## config.mk

```make
export PLATFORM = sky130hd
export DESIGN_NAME = pic_bus_control
export DESIGN_NICKNAME = d
export VERILOG_FILES = /design/src/rtl/pic_8259_pkg.sv /design/src/rtl/pic_bus_sync.sv /design/src/rtl/pic_bus_control.sv
export SDC_FILE = /design/constraint.sdc
export NUM_CORES = 1
export LEC_CHECK = 0
export CAP_MARGIN = 5
export CORE_ASPECT_RATIO = 0.6
export CORE_MARGIN = 4
export CORE_UTILIZATION = 32
export DETAILED_ROUTE_END_ITERATION = 12
export GPL_TIMING_DRIVEN = 0
export HOLD_SLACK_MARGIN = 0.02
export MAX_ROUTING_LAYER = met4
export PLACE_DENSITY = 0.66
export SLEW_MARGIN = 0
export SYNTH_ARGS = -nofsm -noshare
export SYNTH_HDL_FRONTEND = slang
export SYNTH_SLANG_ARGS = --single-unit
```

## constraint.sdc

```tcl
create_clock -name clock -period 1.5 [get_ports clock]
set_clock_uncertainty 0.05 [all_clocks]
set_input_delay 0.3 -clock clock [delete_from_list [all_inputs] [get_ports clock]]
set_output_delay 0.3 -clock clock [all_outputs]
set_load 0.02 [all_outputs]
```

## src/rtl/pic_8259_pkg.sv

```systemverilog
// Shared types and bit positions for the 8259A bus front end.
package pic_8259_pkg;

  localparam int unsigned DATA_WIDTH = 8;
  localparam int unsigned CMD_D4_BIT = 4;
  localparam int unsigned CMD_D3_BIT = 3;
  localparam int unsigned SNGL_BIT   = 1;
  localparam int unsigned IC4_BIT    = 0;

  typedef enum logic [2:0] {UNINIT, ICW2, ICW3, ICW4, READY} init_state_t;

  typedef struct packed {
    logic                  a0;
    logic [DATA_WIDTH-1:0] data;
  } bus_sample_t;

  typedef struct packed {
    logic write;
    logic icw1;
    logic icw2_4;
    logic ocw1;
    logic ocw2;
    logic ocw3;
  } strobe_t;

  // Next expected ICW: 0 = none, ICW2/3/4 encoded 1/2/3.
  function automatic logic [1:0] icw_code(input init_state_t s);
    case (s)
      ICW2:    icw_code = 2'd1;
      ICW3:    icw_code = 2'd2;
      ICW4:    icw_code = 2'd3;
      default: icw_code = 2'd0;
    endcase
  endfunction

endpackage

```

## src/rtl/pic_bus_sync.sv

```systemverilog
// CPU pin input stage: s1/s2 sample registers, WR# rising-edge detect and read level.
// Build option PIC_BUS_INPUT_SYNC_EN adds a 2-flop synchronizer ahead of s1.
module pic_bus_sync
  import pic_8259_pkg::*;
(
  input  logic                  clock,
  input  logic                  reset_n,
  input  logic                  chip_select_n,
  input  logic                  read_enable_n,
  input  logic                  write_enable_n,
  input  logic                  address,
  input  logic [DATA_WIDTH-1:0] data_bus_in,
  output logic                  write_accept_c,
  output bus_sample_t           write_sample,
  output logic                  read
);

  logic        cs_pre, rd_pre, wr_pre;
  bus_sample_t samp_pre;

`ifdef PIC_BUS_INPUT_SYNC_EN
  logic [1:0]  cs_sync, rd_sync, wr_sync;
  bus_sample_t samp_d1, samp_d2;

  // Control pins synchronized; A0/D delayed by the same two clocks.
  always_ff @(posedge clock or negedge reset_n) begin
    if (!reset_n) begin
      cs_sync <= 2'b11;
      rd_sync <= 2'b11;
      wr_sync <= 2'b11;
      samp_d1 <= '0;
      samp_d2 <= '0;
    end else begin
      cs_sync <= {cs_sync[0], chip_select_n};
      rd_sync <= {rd_sync[0], read_enable_n};
      wr_sync <= {wr_sync[0], write_enable_n};
      samp_d1 <= '{a0: address, data: data_bus_in};
      samp_d2 <= samp_d1;
    end
  end

  assign cs_pre   = cs_sync[1];
  assign rd_pre   = rd_sync[1];
  assign wr_pre   = wr_sync[1];
  assign samp_pre = samp_d2;
`else
  assign cs_pre   = chip_select_n;
  assign rd_pre   = read_enable_n;
  assign wr_pre   = write_enable_n;
  assign samp_pre = '{a0: address, data: data_bus_in};
`endif

  logic        cs_s1, cs_s2, wr_s1, wr_s2;
  bus_sample_t samp_s1;

  // read is registered alongside s1, so it equals the s1 decode.
  always_ff @(posedge clock or negedge reset_n) begin
    if (!reset_n) begin
      cs_s1        <= 1'b1;
      cs_s2        <= 1'b1;
      wr_s1        <= 1'b1;
      wr_s2        <= 1'b1;
      samp_s1      <= '0;
      write_sample <= '0;
      read         <= 1'b0;
    end else begin
      cs_s1        <= cs_pre;
      cs_s2        <= cs_s1;
      wr_s1        <= wr_pre;
      wr_s2        <= wr_s1;
      samp_s1      <= samp_pre;
      write_sample <= samp_s1;
      read         <= !cs_pre && !rd_pre && wr_pre;
    end
  end

  // CS# from s2 so a deassert coincident with the WR# rise still accepts.
  assign write_accept_c = !wr_s2 && wr_s1 && !cs_s2;

endmodule

```

## src/rtl/pic_bus_control.sv

```systemverilog
// 8259A bus front end: write strobes, read level, ICW sequence tracking and OCW decode.
// Optional input synchronizer selected by PIC_BUS_INPUT_SYNC_EN (see pic_bus_sync).
module pic_bus_control
  import pic_8259_pkg::*;
(
  input  logic                  clock,
  input  logic                  reset_n,
  input  logic                  chip_select_n,
  input  logic                  read_enable_n,
  input  logic                  write_enable_n,
  input  logic                  address,
  input  logic [DATA_WIDTH-1:0] data_bus_in,
  output logic [DATA_WIDTH-1:0] internal_data_bus,
  output logic                  write,
  output logic                  read,
  output logic                  write_initial_command_word_1,
  output logic                  write_initial_command_word_2_4,
  output logic                  write_operation_control_word_1,
  output logic                  write_operation_control_word_2,
  output logic                  write_operation_control_word_3,
  output logic                  init_ready,
  output logic [1:0]            icw_expected
);

  logic        write_accept_c;
  bus_sample_t ws;

  pic_bus_sync u_sync (
    .clock          (clock),
    .reset_n        (reset_n),
    .chip_select_n  (chip_select_n),
    .read_enable_n  (read_enable_n),
    .write_enable_n (write_enable_n),
    .address        (address),
    .data_bus_in    (data_bus_in),
    .write_accept_c (write_accept_c),
    .write_sample   (ws),
    .read           (read)
  );

  init_state_t           state, state_d;
  strobe_t               strobe_q, strobe_d;
  logic                  sngl, sngl_d, ic4, ic4_d;
  logic [DATA_WIDTH-1:0] bus_d;

  always_ff @(posedge clock or negedge reset_n) begin
    if (!reset_n) begin
      state             <= UNINIT;
      strobe_q          <= '0;
      sngl              <= 1'b0;
      ic4               <= 1'b0;
      internal_data_bus <= '0;
      init_ready        <= 1'b0;
      icw_expected      <= 2'd0;
    end else begin
      state             <= state_d;
      strobe_q          <= strobe_d;
      sngl              <= sngl_d;
      ic4               <= ic4_d;
      internal_data_bus <= bus_d;
      init_ready        <= (state_d == READY);
      icw_expected      <= icw_code(state_d);
    end
  end

  // Write decode and init sequence; ignored writes leave everything untouched.
  always_comb begin
    state_d  = state;
    strobe_d = '0;
    sngl_d   = sngl;
    ic4_d    = ic4;
    bus_d    = internal_data_bus;
    if (write_accept_c) begin
      if (!ws.a0 && ws.data[CMD_D4_BIT]) begin
        strobe_d.icw1 = 1'b1;
        sngl_d        = ws.data[SNGL_BIT];
        ic4_d         = ws.data[IC4_BIT];
        state_d       = ICW2;
      end else if (ws.a0) begin
        case (state)
          ICW2: begin
            strobe_d.icw2_4 = 1'b1;
            state_d = !sngl ? ICW3 : (ic4 ? ICW4 : READY);
          end
          ICW3: begin
            strobe_d.icw2_4 = 1'b1;
            state_d = ic4 ? ICW4 : READY;
          end
          ICW4: begin
            strobe_d.icw2_4 = 1'b1;
            state_d = READY;
          end
          READY:   strobe_d.ocw1 = 1'b1;
          default: ;
        endcase
      end else if (state == READY) begin
        if (ws.data[CMD_D3_BIT]) strobe_d.ocw3 = 1'b1;
        else                     strobe_d.ocw2 = 1'b1;
      end
      if (strobe_d != '0) begin
        strobe_d.write = 1'b1;
        bus_d          = ws.data;
      end
    end
  end

  assign write                          = strobe_q.write;
  assign write_initial_command_word_1   = strobe_q.icw1;
  assign write_initial_command_word_2_4 = strobe_q.icw2_4;
  assign write_operation_control_word_1 = strobe_q.ocw1;
  assign write_operation_control_word_2 = strobe_q.ocw2;
  assign write_operation_control_word_3 = strobe_q.ocw3;

endmodule

```

==> run_results.csv <==
group,metric,value,unit
grt,antenna_found_initial,0,
power,switchingPower,787,uW
power,power.leakage,0.967,nW
floorplan,die_h,61.5,um
grt,grt_pass1_vias,864,
synthesis,synth_commonest_cells,"dfrtp_1 (41), mux2_2 (10), nand2_1 (5), dfstp_2 (4), inv_1 (4)",
synthesis,synth_seq_cells,45,
setup_path,r2r_cells,4,
routing,drt_iter0_markers,17,
grt,grt_pass1_wl,3950,um
clocking,cts.sinks,45,
grt,grt.total_usage,0.0930,
floorplan,fp.dieW,97.1,um
power,irDropWorstVdd,0.508,mV
sta,rsz0062_at_grt,"true",
sta,fmax,621,MHz
layout,area_growth_syn_to_layout,36.1,%
run_status,violations,"setup timing",
placed_design,dp_cells,192,
setup_path,critical-path-slowest-cell,"dfstp_2",
synthesis,ys_seq_area_frac,0.742,
clocking,h-tree-depth,2,
floorplan,start_util,0.332,
job,timing.max_cap.violations,0,
routing,drtPass1Iterations,3,
routing,wirelength,2490,um
routing,final_antenna_net_count,0,
synthesis,yosysTopAreaCell,"dfrtp_1",
sta,fin_crit_sh,1.07,
setup_path,cpPeakStageDelay,0.55,ns
run_status,status,"finished with violations",
routing,vias,881,
power,finalPower,2.85,mW
setup_path,crit_chain,"or3b_4 > o31ai_4 > o31a_1 > and2_1",
placed_design,place_congestion,0.828,
placed_design,portBuffers,31,
power,pwr-share-clk,0.258,
sta,hold_viol,0,
routing,vias_per_cell,4.36,
grt,gr-total-overflow,0,
clocking,clk_pin_slew,0.08,ns
sta,worst_slack,-0.111,ns
power,internal_power,2.06,mW
synthesis,synth_nets,111,
synthesis,syn_avg_cell_area,15.7,sq um
sta,relSlewSlack,0.762,
power,p_comb_frac,0.220,
floorplan,die-area,5970,sq um
hold_path,hold_path_class,"input port to async pin",
clocking,cts_tree,"yes",
synthesis,synth.most_common_cell,"dfrtp_1",
layout,n_antenna_cell,0,
clocking,clock_path_buffers,2,
setup_path,critPathCaptureType,"flip-flop",
synthesis,yosysWarnings,0,
synthesis,netlist_area,1530,sq um
layout,drive_above_1_share,0.273,
synthesis,synth_cell_types,27,
placed_design,dp_hpwl,1750,um
clocking,worstSkewPairLatency,0.29,ns
sta,setup_tns,-1.12,ns
power,power_density,1370,nW/um^2
layout,nets,152,
routing,drc_errors,0,
synthesis,synthTopCellsByArea,"dfrtp_1 (67%), mux2_2 (7.4%), dfstp_2 (6.9%)",
setup_path,critPathMaxFanout,7,
placed_design,place_area,1940,sq um
synthesis,yosys.area.top_type_share,0.673,
layout,final_area,2080,sq um
grt,grt_max_degree,45,
floorplan,io_pins,32,
setup_path,worstPathRequired,1.68,ns
sta,min_period,1.61,ns
floorplan,core,4590,sq um
setup_path,cp.arrival,1.79,ns
synthesis,ys_async_sr_fraction,1.00,
synthesis,synthCells,97,
layout,layoutNonFillerInstCount,202,
sta,slew_viol_final,0,
sta,worst_pin_slew,0.353,ns
clocking,cts_buffers,5,
setup_path,cp-start-kind,"flip-flop",
power,switching_share,0.276,
sta,setup_viol,15,
power,power_frac_seq,0.522,
synthesis,synthFlopType,"dfrtp_1",
routing,wire_per_inst,12.3,um
floorplan,std_cell_rows,19,
sta,holdWs,0.289,ns
setup_path,crit_type,"flip-flop to flip-flop",
synthesis,synth-edff-count,0,
clocking,cts-root-buf,"clkbuf_8",
[per-layer routing]
layer,track usage,routed length [um]
met3,0.0407,156
met5,-,0
met2,0.136,1200
met4,0.0640,62
met1,0.105,1070
[sequential cells by signal, summed over array words and instances, names as in the netlist, 2 cells and up]
signal and cells:
u_sync.samp_s1 9, u_sync.write_sample 9, internal_data_bus 8, state 3, icw_expected 2
[worst paths after layout]
kind	startpoint	to	slack [ns]
worst max-delay path	u_sync.wr_s1	icw_expected[0]	-0.11
worst min-delay path	reset_n	init_ready	0.29
worst max register to register	u_sync.wr_s1	icw_expected[0]	-0.11
worst min register to register	u_sync.samp_s1[8]	u_sync.write_sample[8]	0.30
max in group asynchronous	reset_n	u_sync.cs_s2	0.64
min in group clock	u_sync.samp_s1[8]	u_sync.write_sample[8]	0.30
[stage by stage]
stage                util  setup WS [ns]
finish              0.452         -0.111
global route        0.452         -0.179
CTS                 0.448         -0.164
detailed placement  0.424         -0.177
global placement    0.420         -0.979
floorplan               -        -0.0640
[final cells by class]
| cell class | instances | area [sq um] |
|---|---|---|
| Inverter | 4 | 15.0 |
| Multi-Input combinational cell | 47 | 418 |
| Sequential cell | 45 | 1130 |
| Timing Repair Buffer | 35 | 340 |
| Clock buffer | 8 | 90.1 |
| Fill cell | 431 | 2510 |
| Tap cell | 63 | 78.8 |
[placed cells by master (no fill, tap or decap), types with 2 or more instances in the layout]
master           count
clkbuf_1             2
buf_12               2
mux2_2              10
and2_1               2
dlygate4sd2_1       18
nor4bb_1             2
clkbuf_8             6
o21ai_0              2
dfrtp_1             39
o31a_1               2
nand2b_1             2
inv_1                4
nor2b_1              2
nand2_1              4
dfstp_2              4
dfrtp_2              2
clkdlybuf4s50_1     12
[worst max-delay path: cells and delay by family, from the launching register on]
family           cells  cell delay, ns
AND/OR/NAND/NOR      2            0.57
flip-flops           1            0.55
AO/OA/AOI/OAI        2            0.38
[logic make-up after synthesis]
family,count (synthesis),share of synthesized area
and+or+nand+nor,25,0.104
muxes,10,0.0738
buffers and inverters,5,0.0131
DFF,45,0.742
AOI/OAI and AO/OA,12,0.0673
[timing repair]
item	4_1_cts	5_1_grt
pin swaps	1	0
setup buffers	1	1
setup endpoints to repair	33	17
hold endpoints to repair	41	0
resized for setup	20	7
hold buffers	1	0
[power by group through the flow]
stage	Combinational [mW]	Sequential, mW	Clock, mW
CTS	0.631	1.49	0.775
global route	0.679	1.51	0.822
global placement	0.670	1.50	0
finish	0.627	1.49	0.735
floorplan	0.219	1.63	0
detailed placement	0.694	1.51	0
(Power assumes the default switching activity.)
